===== src/rtl/sm_window_sched_pkg.sv =====
// Shared types and constants for the pixel-window read scheduler.
package sm_window_sched_pkg;

    typedef enum logic [2:0] {
        ST_IDLE   = 3'd0,
        ST_ISSUE0 = 3'd1,
        ST_ISSUE1 = 3'd2,
        ST_DRAIN  = 3'd3,
        ST_DONE   = 3'd4
    } state_t;

    localparam int SEL_W       = 3;
    localparam int SWEEP_LEN   = 8;
    localparam int BRAM_RD_LAT = 1;
    // BRAM read latency plus the previous-word capture register
    localparam int TAG_DEPTH   = BRAM_RD_LAT + 1;

    function automatic logic [1:0] eff_stride(input logic [1:0] stride);
        return (stride == 2'd0) ? 2'd1 : stride;
    endfunction

endpackage


===== src/rtl/sm_window_sched_if.sv =====
// Control, configuration and BRAM/datapath sequencing signals of the window scheduler.
interface sm_window_sched_if
    import sm_window_sched_pkg::*;
#(
    parameter int ADDR_W = 10,
    parameter int CNT_W  = 10
);
    logic              start;
    logic [ADDR_W-1:0] base_addr;
    logic [CNT_W-1:0]  num_windows;
    logic [1:0]        stride;
    logic              sweep_all;
    logic [SEL_W-1:0]  rot_cfg;
    logic              out_ready;
    logic              bram_en;
    logic [ADDR_W-1:0] bram_addr;
    logic [SEL_W-1:0]  sel_mux;
    logic              out_valid;
    logic              out_last;
    logic              busy;
    logic              done;

    modport master (
        output start, base_addr, num_windows, stride, sweep_all, rot_cfg, out_ready,
        input  bram_en, bram_addr, sel_mux, out_valid, out_last, busy, done
    );

    modport slave (
        input  start, base_addr, num_windows, stride, sweep_all, rot_cfg, out_ready,
        output bram_en, bram_addr, sel_mux, out_valid, out_last, busy, done
    );
endinterface


===== src/rtl/sm_window_sched_tag_pipe.sv =====
// Two-stage tag delay line: carries {valid, sel, last} from pair issue to window-valid cycle.
module sm_tag_pipe
    import sm_window_sched_pkg::*;
(
    input  logic             clk,
    input  logic             rst_n,
    input  logic             push,
    input  logic [SEL_W-1:0] push_sel,
    input  logic             push_last,
    output logic             out_vld,
    output logic [SEL_W-1:0] out_sel,
    output logic             out_last,
    output logic             pending
);
    logic             vld_p0, vld_p1;
    logic [SEL_W-1:0] sel_p0, sel_p1;
    logic             last_p0, last_p1;

    // sel/last only move with a valid tag, so sel_mux holds its value through bubbles
    always_ff @(posedge clk or negedge rst_n) begin
        if (!rst_n) begin
            vld_p0  <= 1'b0;
            vld_p1  <= 1'b0;
            sel_p0  <= '0;
            sel_p1  <= '0;
            last_p0 <= 1'b0;
            last_p1 <= 1'b0;
        end else begin
            // p0: BRAM returns word A
            vld_p0 <= push;
            if (push) begin
                sel_p0  <= push_sel;
                last_p0 <= push_last;
            end
            // p1: word A captured, word A+1 live on doutb
            vld_p1 <= vld_p0;
            if (vld_p0) begin
                sel_p1  <= sel_p0;
                last_p1 <= last_p0;
            end
        end
    end

    assign out_vld  = vld_p1;
    assign out_sel  = sel_p1;
    assign out_last = vld_p1 & last_p1;
    assign pending  = vld_p0;

endmodule


===== src/rtl/sm_window_sched.sv =====
// Schedules (A, A+1) BRAM read pairs and rotate selects for the 8-byte pixel window datapath.
module sm_window_sched
    import sm_window_sched_pkg::*;
#(
    parameter int ADDR_W = 10,
    parameter int CNT_W  = 10
)(
    input  logic clk,
    input  logic rst_n,
    sm_window_sched_if.slave bus
);
    state_t            state, state_nxt;
    logic [ADDR_W-1:0] addr_a;
    logic [CNT_W-1:0]  num_lat, win_cnt;
    logic [1:0]        stride_lat;
    logic              sweep_lat;
    logic [SEL_W-1:0]  rot_lat, sel_cnt;

    logic              last_sel, last_win;
    logic              push, pending;
    logic [SEL_W-1:0]  push_sel;
    logic              push_last;
    logic              bram_en;
    logic [ADDR_W-1:0] bram_addr;

    assign last_sel  = !sweep_lat || (sel_cnt == SEL_W'(SWEEP_LEN - 1));
    assign last_win  = (win_cnt == num_lat - CNT_W'(1));
    assign push_sel  = sweep_lat ? sel_cnt : rot_lat;
    assign push_last = last_sel && last_win;

    always_ff @(posedge clk or negedge rst_n) begin
        if (!rst_n) state <= ST_IDLE;
        else        state <= state_nxt;
    end

    always_comb begin
        state_nxt = state;
        bram_en   = 1'b0;
        bram_addr = '0;
        push      = 1'b0;
        case (state)
            ST_IDLE: begin
                if (bus.start)
                    state_nxt = (bus.num_windows == '0) ? ST_DONE : ST_ISSUE0;
            end
            ST_ISSUE0: begin
                // a pair is only started when the consumer has credit for its output
                bram_addr = addr_a;
                if (bus.out_ready) begin
                    bram_en   = 1'b1;
                    push      = 1'b1;
                    state_nxt = ST_ISSUE1;
                end
            end
            ST_ISSUE1: begin
                bram_en   = 1'b1;
                bram_addr = addr_a + ADDR_W'(1);
                state_nxt = (last_sel && last_win) ? ST_DRAIN : ST_ISSUE0;
            end
            ST_DRAIN: begin
                if (!pending) state_nxt = ST_DONE;
            end
            ST_DONE:  state_nxt = ST_IDLE;
            default:  state_nxt = ST_IDLE;
        endcase
    end

    always_ff @(posedge clk or negedge rst_n) begin
        if (!rst_n) begin
            addr_a     <= '0;
            num_lat    <= '0;
            win_cnt    <= '0;
            stride_lat <= '0;
            sweep_lat  <= 1'b0;
            rot_lat    <= '0;
            sel_cnt    <= '0;
        end else begin
            case (state)
                ST_IDLE: begin
                    if (bus.start) begin
                        addr_a     <= bus.base_addr;
                        num_lat    <= bus.num_windows;
                        stride_lat <= bus.stride;
                        sweep_lat  <= bus.sweep_all;
                        rot_lat    <= bus.rot_cfg;
                        win_cnt    <= '0;
                        sel_cnt    <= '0;
                    end
                end
                ST_ISSUE1: begin
                    if (last_sel) begin
                        sel_cnt <= '0;
                        addr_a  <= addr_a + ADDR_W'(eff_stride(stride_lat));
                        win_cnt <= win_cnt + CNT_W'(1);
                    end else begin
                        sel_cnt <= sel_cnt + SEL_W'(1);
                    end
                end
                default: ;
            endcase
        end
    end

    sm_tag_pipe u_tag_pipe (
        .clk       (clk),
        .rst_n     (rst_n),
        .push      (push),
        .push_sel  (push_sel),
        .push_last (push_last),
        .out_vld   (bus.out_valid),
        .out_sel   (bus.sel_mux),
        .out_last  (bus.out_last),
        .pending   (pending)
    );

    assign bus.bram_en   = bram_en;
    assign bus.bram_addr = bram_addr;
    assign bus.busy      = (state != ST_IDLE);
    assign bus.done      = (state == ST_DONE);

endmodule


===== src/flat_wrapper.sv =====
// flat-port wrapper written by rule: the top's interface ports become plain ports
module sm_window_sched_flat import sm_window_sched_pkg::*;
#(
    parameter int ADDR_W = 10,
    parameter int CNT_W  = 10
)
  (clk, rst_n, bus_start, bus_base_addr, bus_num_windows, bus_stride, bus_sweep_all, bus_rot_cfg, bus_out_ready, bus_bram_en, bus_bram_addr, bus_sel_mux, bus_out_valid, bus_out_last, bus_busy, bus_done);
  sm_window_sched_if #(.ADDR_W(ADDR_W), .CNT_W(CNT_W)) bus_i ();
  input  logic clk;
  input  logic rst_n;
  input wire logic [$bits(bus_i.start)-1:0] bus_start;
  input wire logic [$bits(bus_i.base_addr)-1:0] bus_base_addr;
  input wire logic [$bits(bus_i.num_windows)-1:0] bus_num_windows;
  input wire logic [$bits(bus_i.stride)-1:0] bus_stride;
  input wire logic [$bits(bus_i.sweep_all)-1:0] bus_sweep_all;
  input wire logic [$bits(bus_i.rot_cfg)-1:0] bus_rot_cfg;
  input wire logic [$bits(bus_i.out_ready)-1:0] bus_out_ready;
  output wire logic [$bits(bus_i.bram_en)-1:0] bus_bram_en;
  output wire logic [$bits(bus_i.bram_addr)-1:0] bus_bram_addr;
  output wire logic [$bits(bus_i.sel_mux)-1:0] bus_sel_mux;
  output wire logic [$bits(bus_i.out_valid)-1:0] bus_out_valid;
  output wire logic [$bits(bus_i.out_last)-1:0] bus_out_last;
  output wire logic [$bits(bus_i.busy)-1:0] bus_busy;
  output wire logic [$bits(bus_i.done)-1:0] bus_done;
  assign bus_i.start = bus_start;
  assign bus_i.base_addr = bus_base_addr;
  assign bus_i.num_windows = bus_num_windows;
  assign bus_i.stride = bus_stride;
  assign bus_i.sweep_all = bus_sweep_all;
  assign bus_i.rot_cfg = bus_rot_cfg;
  assign bus_i.out_ready = bus_out_ready;
  assign bus_bram_en = bus_i.bram_en;
  assign bus_bram_addr = bus_i.bram_addr;
  assign bus_sel_mux = bus_i.sel_mux;
  assign bus_out_valid = bus_i.out_valid;
  assign bus_out_last = bus_i.out_last;
  assign bus_busy = bus_i.busy;
  assign bus_done = bus_i.done;
  sm_window_sched #(.ADDR_W(ADDR_W), .CNT_W(CNT_W)) u_core (.clk(clk), .rst_n(rst_n), .bus(bus_i));
endmodule

===== config.mk =====
export PLATFORM = sky130hd
export DESIGN_NAME = sm_window_sched_flat
export DESIGN_NICKNAME = d
export VERILOG_FILES = /design/src/rtl/sm_window_sched_pkg.sv /design/src/rtl/sm_window_sched_if.sv /design/src/rtl/sm_window_sched_tag_pipe.sv /design/src/rtl/sm_window_sched.sv /design/src/flat_wrapper.sv
export SDC_FILE = /design/constraint.sdc
export NUM_CORES = 1
export LEC_CHECK = 0
export BUFFER_PORTS_ARGS = -buffer_cell sky130_fd_sc_hd__buf_2
export CAP_MARGIN = 15
export CORE_MARGIN = 2
export CORE_UTILIZATION = 61
export CTS_BUF_LIST = sky130_fd_sc_hd__clkbuf_16
export DETAILED_ROUTE_END_ITERATION = 6
export PLACE_DENSITY = 0.92
export SYNTH_ARGS = -nofsm -noshare
export SYNTH_HDL_FRONTEND = slang
export SYNTH_SLANG_ARGS = --single-unit

===== constraint.sdc =====
create_clock -name clk -period 4.62 [get_ports clk]
set_input_delay 0.462 -clock clk [delete_from_list [all_inputs] [get_ports clk]]
set_output_delay 0.462 -clock clk [all_outputs]
set_load 0.05 [all_outputs]

# Word-level counts from Yosys, hierarchy flattened
# Cells that the tools add are included.
[totals]
reg_bits = 52
input_bits = 30
out_inout_bits = 18
elab_cells = 63
[classes]
add_sub_neg = 5
eq_ne = 10
mux = 21
bitwise_logic = 1
reduce_logical = 12
[ops]
columns = ["cell", "count"]
rows = [
  ["$pmux W10 S2", 3],
  ["$mux W10", 4],
  ["$mux W3", 7],
  ["$add A10 B1 Y10 const B", 2],
  ["$pmux W3 S4", 1],
  ["$add A10 B2 Y10", 1],
  ["$eq A10 B10 Y1", 1],
  ["$logic_not A10 Y1", 1],
  ["$sub A10 B1 Y10 const B", 1],
  ["$eq A3 B2 Y1 const B", 2],
  ["$eq A3 B3 Y1 const B", 2],
  ["$ne A2 B2 Y1 const B", 3],
  ["$pmux W3 S2", 1],
  ["$reduce_and A3 Y1", 2],
  ["$mux W2", 2],
  ["$reduce_and A2 Y1", 2],
  ["$add A3 B1 Y3 const B", 1],
  ["$eq A3 B1 Y1 const B", 1],
  ["$logic_not A3 Y1", 1],
  ["$reduce_bool A3 Y1", 1],
  ["$logic_not A2 Y1", 1],
  ["$mux W1", 2],
  ["$ne A2 B1 Y1 const B", 1],
  ["$pmux W1 S2", 1],
  ["other kinds (5)", 5],
]

# Logic depth before layout (Yosys ltp)
# Gate-level depths: netlist of run 1.
[depth]
depth_word = 5
depth_mapped = 8
depth_no_buf = 8

# Hierarchy
# From an unflattened synthesis of run 1, not the netlist that was laid out.
[hier_totals]
cells_unflattened = 356
area_unflattened_um2 = 3140.5
[modules_own_cells]
columns = ["module", "instances", "cells_per_inst", "area_each_um2", "seq_area_each_um2"]
rows = [
  ["sm_window_sched", 1, 337, 2793.9, 1051.0],
  ["sm_tag_pipe", 1, 19, 346.6, 250.2],
]

# Worst setup path after synthesis of run 1
# No wires, ideal clock.
[synth_timing]
kind = "register to output"
startpoint = "register u_core.state[1]"
endpoint = "output bus_bram_addr[4]"
t_arrival_ps = 2549
t_required_ps = 4158
setup_slack_ps = 1609
path_stages_with_launch = 6
path_buffers = 2
cell_sequence = "dfrtp_1 > clkbuf_1 > nor3b_2 > clkbuf_1 > nand2_1 > o31ai_1"
[synth_via]
elab_chain_cells = 2
word_cells_on_any_way = 3
cone_classes = "eq/ne: 2; mux: 1"
[synth_rtl]
columns = ["item", "line_no", "source"]
rows = [
  ["start, declared", "sm_window_sched.sv:12", "state_t state, state_nxt;"],
  ["start signal, assigned", "sm_window_sched.sv:33", "else state <= state_nxt;"],
  ["$eq A3 B2 Y1 / $eq A3 B1 Y1 (equally long branches)", "sm_window_sched.sv:41", "case (state)"],
  ["$pmux W10 S2 *", "sm_window_sched.sv:41", ""],
  ["end, declared", "flat_wrapper.sv:19", "output wire logic [$bits(bus_i.bram_addr)-1:0] bus_bram_addr;"],
]
# Every way passes the cells marked *; elsewhere a longest branch is shown, timed or not.

# Final worst setup path of run 1
[layout_timing]
startpoint = "register u_core.state[2]"
endpoint = "output bus_bram_en"
[layout_via]
elab_chain_cells = 2
word_cells_on_any_way = 3
cone_classes = "eq/ne: 2; mux: 1"
[layout_rtl]
columns = ["item", "line_no", "source"]
rows = [
  ["$eq A3 B2 Y1 / $eq A3 B1 Y1 (equally long branches)", "sm_window_sched.sv:41", ""],
  ["$pmux W1 S2 *", "sm_window_sched.sv:41", ""],
  ["end, declared", "flat_wrapper.sv:18", "output wire logic [$bits(bus_i.bram_en)-1:0] bus_bram_en;"],
]
# Marks and branches as above.

==> results of run 1 <==
[cells in the mapped netlist (all sizes together), types with 2 or more instances]
| master | n |
|---|---|
| o21ai | 31 |
| clkbuf | 17 |
| a21oi | 13 |
| inv | 11 |
| mux2i | 7 |
| nor2 | 25 |
| a32oi | 5 |
| mux2 | 4 |
| xor2 | 11 |
| o22ai | 2 |
| or4b | 2 |
| nor4 | 3 |
| buf | 3 |
| nor3 | 2 |
| nand2b | 3 |
| nand3 | 15 |
| or3 | 5 |
| o31ai | 5 |
| a31oi | 5 |
| nand4 | 10 |
| and3 | 2 |
| nor3b | 2 |
| xnor2 | 9 |
| nor2b | 3 |
| and2 | 2 |
| ha | 7 |
| nand2 | 85 |
| nor4b | 3 |
| dfrtp | 52 |
[routing by layer]
| layer | vias up | GRT usage | routed length (um) |
|---|---|---|---|
| met1 | 1283 | 0.363 | 3020 |
| met2 | 121 | 0.458 | 3650 |
| li1 | 1323 | - | - |
| met5 | - | 0 | 0 |
| met4 | 0 | 0.0833 | 93 |
| met3 | 12 | 0.0442 | 489 |
[through the flow]
| stage | utilization | cell area [sq um] | cells | setup slack [ps] | total power, mW |
|---|---|---|---|---|---|
| after floorplan | - | 3070 | 359 | 1610 | 1.86 |
| after global placement | 0.697 | 3340 | 456 | 2200 | 2.10 |
| after detailed placement | 0.697 | 3340 | 456 | 2140 | 2.16 |
| after CTS | 0.732 | 3500 | 464 | 1830 | 2.58 |
| after global routing | 0.732 | 3500 | 464 | 1660 | 2.76 |
| final | 0.732 | 3500 | 464 | 1800 | 2.59 |
[power breakdown]
group          switching [mW]  total (mW)  internal [mW]
clock network           0.164       0.419          0.255
logic                   0.866        1.30          0.437
registers               0.247       0.867          0.620
total                    1.28        2.59           1.31
[worst register-to-register path, cell delays in order, from the launching register on]
cell and delay (ps):
dfrtp_1 410, ha_1 180, ha_1 180, nor2b_2 90, a2111oi_4 780, nand4_2 280, or3_1 410, a21oi_1 160
[path summary, 6_finish.rpt]
path / to / cells past startpoint / start
min in group clk: u_core.stride_lat[0]$_DFFE_PN0P_ / 3 / bus_stride[0]
min: u_core.u_tag_pipe.out_sel[0]$_DFFE_PN0P_ / 2 / rst_n
max: bus_bram_en / 5 / u_core.state[2]$_DFFE_PN0P_
max reg2reg: u_core.win_cnt[7]$_DFFE_PN0P_ / 7 / u_core.sel_cnt[0]$_DFFE_PN0P_
min reg2reg: u_core.stride_lat[0]$_DFFE_PN0P_ / 2 / u_core.stride_lat[0]$_DFFE_PN0P_
max in group asynchronous: u_core.addr_a[7]$_DFFE_PN0P_ / 2 / rst_n
[layout make-up]
class,instances,area share
multi-input combinational,276,0.471
clock buffer,5,0.0357
clock inverter,3,0.0121
sequential,52,0.371
tap,67,0.0239
inverter,11,0.0118
timing repair buffer,50,0.0736
[kinds of logic (layout without fill, tap and decap cells)]
logic type	count (synthesis)	after routing	synth area share
adder cells (fa/ha/maj)	8	8	0.0350
AO/OA/AOI/OAI	71	71	0.149
buffers and inverters	31	69	0.0391
AND/OR/NAND/NOR	166	166	0.258
multiplexers	11	11	0.0375
flip-flops	52	52	0.424
XOR/XNOR	20	20	0.0571
[flip-flops by register name (all words and copies together) (netlist names)]
signal	count
u_core.u_tag_pipe.out_sel	3
u_core.state	3
u_core.u_tag_pipe.pending	1
u_core.rot_lat	3
u_core.u_tag_pipe.sel_p0	3
u_core.u_tag_pipe.last_p1	1
u_core.num_lat	10
u_core.u_tag_pipe.out_vld	1
u_core.u_tag_pipe.last_p0	1
u_core.stride_lat	2
u_core.win_cnt	10
u_core.sel_cnt	3
u_core.addr_a	10
u_core.sweep_lat	1
==> impl_metrics.toml, run 1 <==
[flow_run]
maxCapViolations = 0

[finish]
syn2layout_area_growth_pct = 14.1
seqCellArea_sq_um = 1300
antenna_cells = 0
drive_gt1_frac = 0.181
nFillCells = 353
final_common_cell = "nand2_1"
multi_input_area_sq_um = 1650
nNetsFinal = 434
final_cell_mix = "nand2_1, dfrtp_1, buf_2, nor2_1, o21ai_0"

[clocking]
cts_hold_buf = 0
cts.sinks = 52
htree_levels = 2
root_buffer = "clkbuf_16"
clockBufferDepth = 2
cts_setup_buffers = 0
insertion_delay_ps = 290
path_clk_slew_ps = 70
tritoncts = "yes"
cts_buffers = 5
ctsResizeCount = 0

[critical_path]
path_class = "flop to output port"
crit_slowest_cell = "nor2_1"
crit_path_cell_trace = "nand2b_1 -> nor2_1 -> nand2_1 -> nand2_1 -> buf_2"
cp_common_cell = "nand2_1"
crit_path_max_incr_delay_ps = 590
worstSetupEndpointType = "output port"
critical_path_peak_fanout = 11
worstPathRequired_ps = 4160
critPathBufInv = 1
crit_arrival_ps = 2360
cpLargestDelayFamily = "simple AND/OR/NAND/NOR gates"
r2r_slack_ps = 2060
critical_path.startpoint_type = "flop"

[timing]
fmax_mhz = 354
tightest_slew_ps = 808
fin_hold_ws_ps = 283
fin_crit_ps = 2820
finalHoldViolations = 0
rsz0062_at_grt = "no"
setup_tns_ps = 0
drv_slew = 0
fin_skew_ps = 5.85
relSlewSlack = 0.461
setup_viol = 0
post-route-period-util = 0.611

[die]
rows = 25
start_util = 0.642
fp.coreArea_sq_um = 4790
die_w_um = 74.9
die-area_sq_um = 5620
die_h_um = 74.9
ioPinCount = 48

[synthesis]
synthCells = 359
synth_edf_count = 0
synth_seq_cells = 52
netlist.area_leader.share = 0.424
seq_area_frac_synth = 0.424
synth_warnings = 0
synth.area.top_cells = "dfrtp_1, nand2_1, xor2_1"
synth_top_area_cell = "dfrtp_1"
netlist_area_sq_um = 3070
synthArstFlopShare = 1.00
syn_avg_cell_area_sq_um = 8.55
ys_types = 50
synth_nets = 397
synth-main-ff-cell = "dfrtp_1"

[detailed_routing]
drc = 0
routed_wirelength_um = 7240
route.vias.total = 2739
vias_per_cell = 5.90
drtPass1Iterations = 5
detail-route-antenna-nets = 0
wire_per_inst_um = 15.6
drt_iter0_drc = 304

[grt]
grt_usage = 0.273
grt_pass1_vias = 2507
antenna_found_initial = 0
overflow = 0
grt_max_degree = 53
grt_pass1_wl_um = 11600

[run_status]
status = "finished, final reports clean"

[power_and_ir_drop]
p_leak_nw = 1.65
ir_drop_v = 0.000402
powerDensity_nw_per_um2 = 739

[placement]
dp_hpwl_um = 5080
io_buffers = 47
place_congestion = 0.953

[worst_hold_path]
min_path_type = "input port to asynchronous set/reset pin"
Power figures use the tool's default switching activity.
==> run 2, diff against run 1 <==
Settings changed: ABC_AREA set to 1, CORE_UTILIZATION 61 to 57, PLACE_DENSITY 0.92 to 0.87.
Clock period 4.62 ns to 2.8 ns, I/O delays scaled along.
==> impl_metrics.toml, run 2 <==
[finish]
drive_gt1_frac = 0.158
antenna_cells = 0
nFillCells = 433
reg.largest.list = "u_core.addr_a: 10 flops, u_core.num_lat: 10 flops, u_core.win_cnt: 10 flops"
final_cell_mix = "nand2_1, inv_1, dfrtp_1, buf_2, nor2_1"
final_common_cell = "nand2_1"
fin_area_sq_um = 3590
final_util = 0.689
layout.cells.non_filler = 538
syn2layout_area_growth_pct = 14.5
nNetsFinal = 505

[synthesis]
synth_top_area_cell = "dfrtp_1"
synth.area.top_cells = "dfrtp_1, nand2_1, inv_1"
netlist_area_sq_um = 3130
ys_types = 35
synth_warnings = 0
seq_area_frac_synth = 0.416
netlist.area_leader.share = 0.416
synth_top_family_by_area = "simple AND/OR/NAND/NOR gates"
syn_avg_cell_area_sq_um = 7.40
synth_xor_area_frac = 0.0280
synth.most_common_cell = "nand2_1"
synth_nets = 461
synth_seq_cells = 52
synth_common_cells = "nand2_1, inv_1, dfrtp_1"
synthArstFlopShare = 1.00
synth-simple-area-share = 0.283
synth_compound_area_frac = 0.140
synth_fa_ha_area_frac = 0.0344
muxShareOfSynthArea = 0.0144
synth-main-ff-cell = "dfrtp_1"
synth_edf_count = 0
synthCells = 423

[timing]
fmax_mhz = 415
drv_slew = 0
tightest_slew_ps = 646
setup_viol = 0
setup_tns_ps = 0
fin_skew_ps = 4.48
relSlewSlack = 0.569
finalHoldViolations = 0
post-route-period-util = 0.861
fin_crit_ps = 2410
timing.final.ws_setup_ps = 389
rsz0062_at_grt = "no"

[die]
die_h_um = 78.1
ioPinCount = 48
rows = 26
fp.coreArea_sq_um = 5200
start_util = 0.602
die_w_um = 78.1
die-area_sq_um = 6100

[flow_run]
maxCapViolations = 0

[grt]
grt_pass1_vias = 2831
grt_usage = 0.258
antenna_found_initial = 0
grt_pass1_wl_um = 12700
overflow = 0
grt_max_degree = 53

[placement]
dpl_cell_area_sq_um = 3420
dp_cells = 530
place_ws_ps = 580
dp_hpwl_um = 5220
io_buffers = 47
place_congestion = 0.934

[critical_path]
worstSetupEndpointType = "output port"
path_class = "flop to output port"
crit_arrival_ps = 2130
critical_path.startpoint_type = "flop"
critical_path_peak_fanout = 6
worstPathRequired_ps = 2520

[clocking]
path_clk_slew_ps = 70
insertion_delay_ps = 280
htree_levels = 2
cts_buffers = 5
root_buffer = "clkbuf_16"
clockBufferDepth = 2
cts_hold_buf = 0
tritoncts = "yes"
cts_setup_buffers = 0
ctsResizeCount = 0
cts.sinks = 52

[detailed_routing]
detail-route-antenna-nets = 0
drc = 0
vias_per_cell = 5.51
wire_per_inst_um = 13.8
route.vias.total = 2962
routed_wirelength_um = 7410
drtPass1Iterations = 5
drt_iter0_drc = 186

[run_status]
status = "finished, final reports clean"

[power_and_ir_drop]
ir_drop_v = 0.000829
p_leak_nw = 1.81
powerDensity_nw_per_um2 = 1170

[worst_hold_path]
min_path_type = "input port to asynchronous set/reset pin"
run 2: cell types whose count changed after synthesis, moves of 6 or more:
cell,change
inv_1,+42
nand2_1,+25
o21ai_0,+23
nor2_1,+17
o21ai_1,-14
clkbuf_1,-9
nor3_1,+9
mux2i_1,-7
o22ai_1,+6
xnor2_1,-6
run 2: layout make-up:
type / instances / area [sq um] / share of cell area
Clock buffer: 5 / 125 / 0.0349
Timing Repair Buffer: 50 / 258 / 0.0719
Sequential cell: 52 / 1300 / 0.363
Tap cell: 70 / 87.6 / 0.0244
Inverter: 56 / 210 / 0.0586
Clock inverter: 3 / 38.8 / 0.0108
Multi-Input combinational cell: 302 / 1570 / 0.436
run 2: through the flow:
stage | hold WS, ps | power [mW]
after CTS | 129 | 4.20
after global routing | 183 | 4.53
after global placement | 434 | 3.40
after detailed placement | 433 | 3.49
after floorplan | -15.6 | 2.99
final | 111 | 4.21
run 2: per-layer routing:
layer | wire length [um] | GRT usage
met1 | 3310 | 0.339
met2 | 3700 | 0.445
met3 | 297 | 0.0356
met4 | 96 | 0.0772
met5 | 0 | 0
run 2: path summary, 6_finish.rpt:
path / start / endpoint / slack (ps) / depth (start not counted)
worst max-delay path: u_core.addr_a[0]$_DFFE_PN0P_ / bus_bram_addr[8] / 390 / 8
worst min-delay path: rst_n / u_core.u_tag_pipe.out_vld$_DFF_PN0_ / 110 / 2
worst max register to register: u_core.stride_lat[1]$_DFFE_PN0P_ / u_core.addr_a[8]$_DFFE_PN0P_ / 500 / 10
max in group asynchronous: rst_n / u_core.addr_a[1]$_DFFE_PN0P_ / 2260 / 2
min in group clk: bus_stride[0] / u_core.stride_lat[0]$_DFFE_PN0P_ / 190 / 3
worst min register to register: u_core.stride_lat[0]$_DFFE_PN0P_ / u_core.stride_lat[0]$_DFFE_PN0P_ / 480 / 2
run 2: critical path: stages, from the launching register on:
cell	delay (ps)
dfrtp_1	450
ha_1	220
nand2_1	70
inv_1	90
nand3_1	100
nor2_1	230
a21oi_1	110
o32ai_1	270
buf_2	310
run 2: cells by family (layout without fill, tap and decap cells):
group | count (synthesis) | count (layout)
DFF | 52 | 52
xor gates and xnor gates | 10 | 10
buffers and inverters | 69 | 114
and+or+nand+nor | 201 | 201
muxes | 4 | 4
adders and majority gates | 8 | 8
AOI/OAI and AO/OA | 79 | 79
run 2: power breakdown:
group          switching, mW  total (mW)  leakage (nW)  internal, mW
combinational           1.53        2.19          1.06         0.663
clock                  0.257       0.674        0.0850         0.417
sequential             0.307        1.34         0.660          1.04
total                   2.09        4.21          1.81          2.12
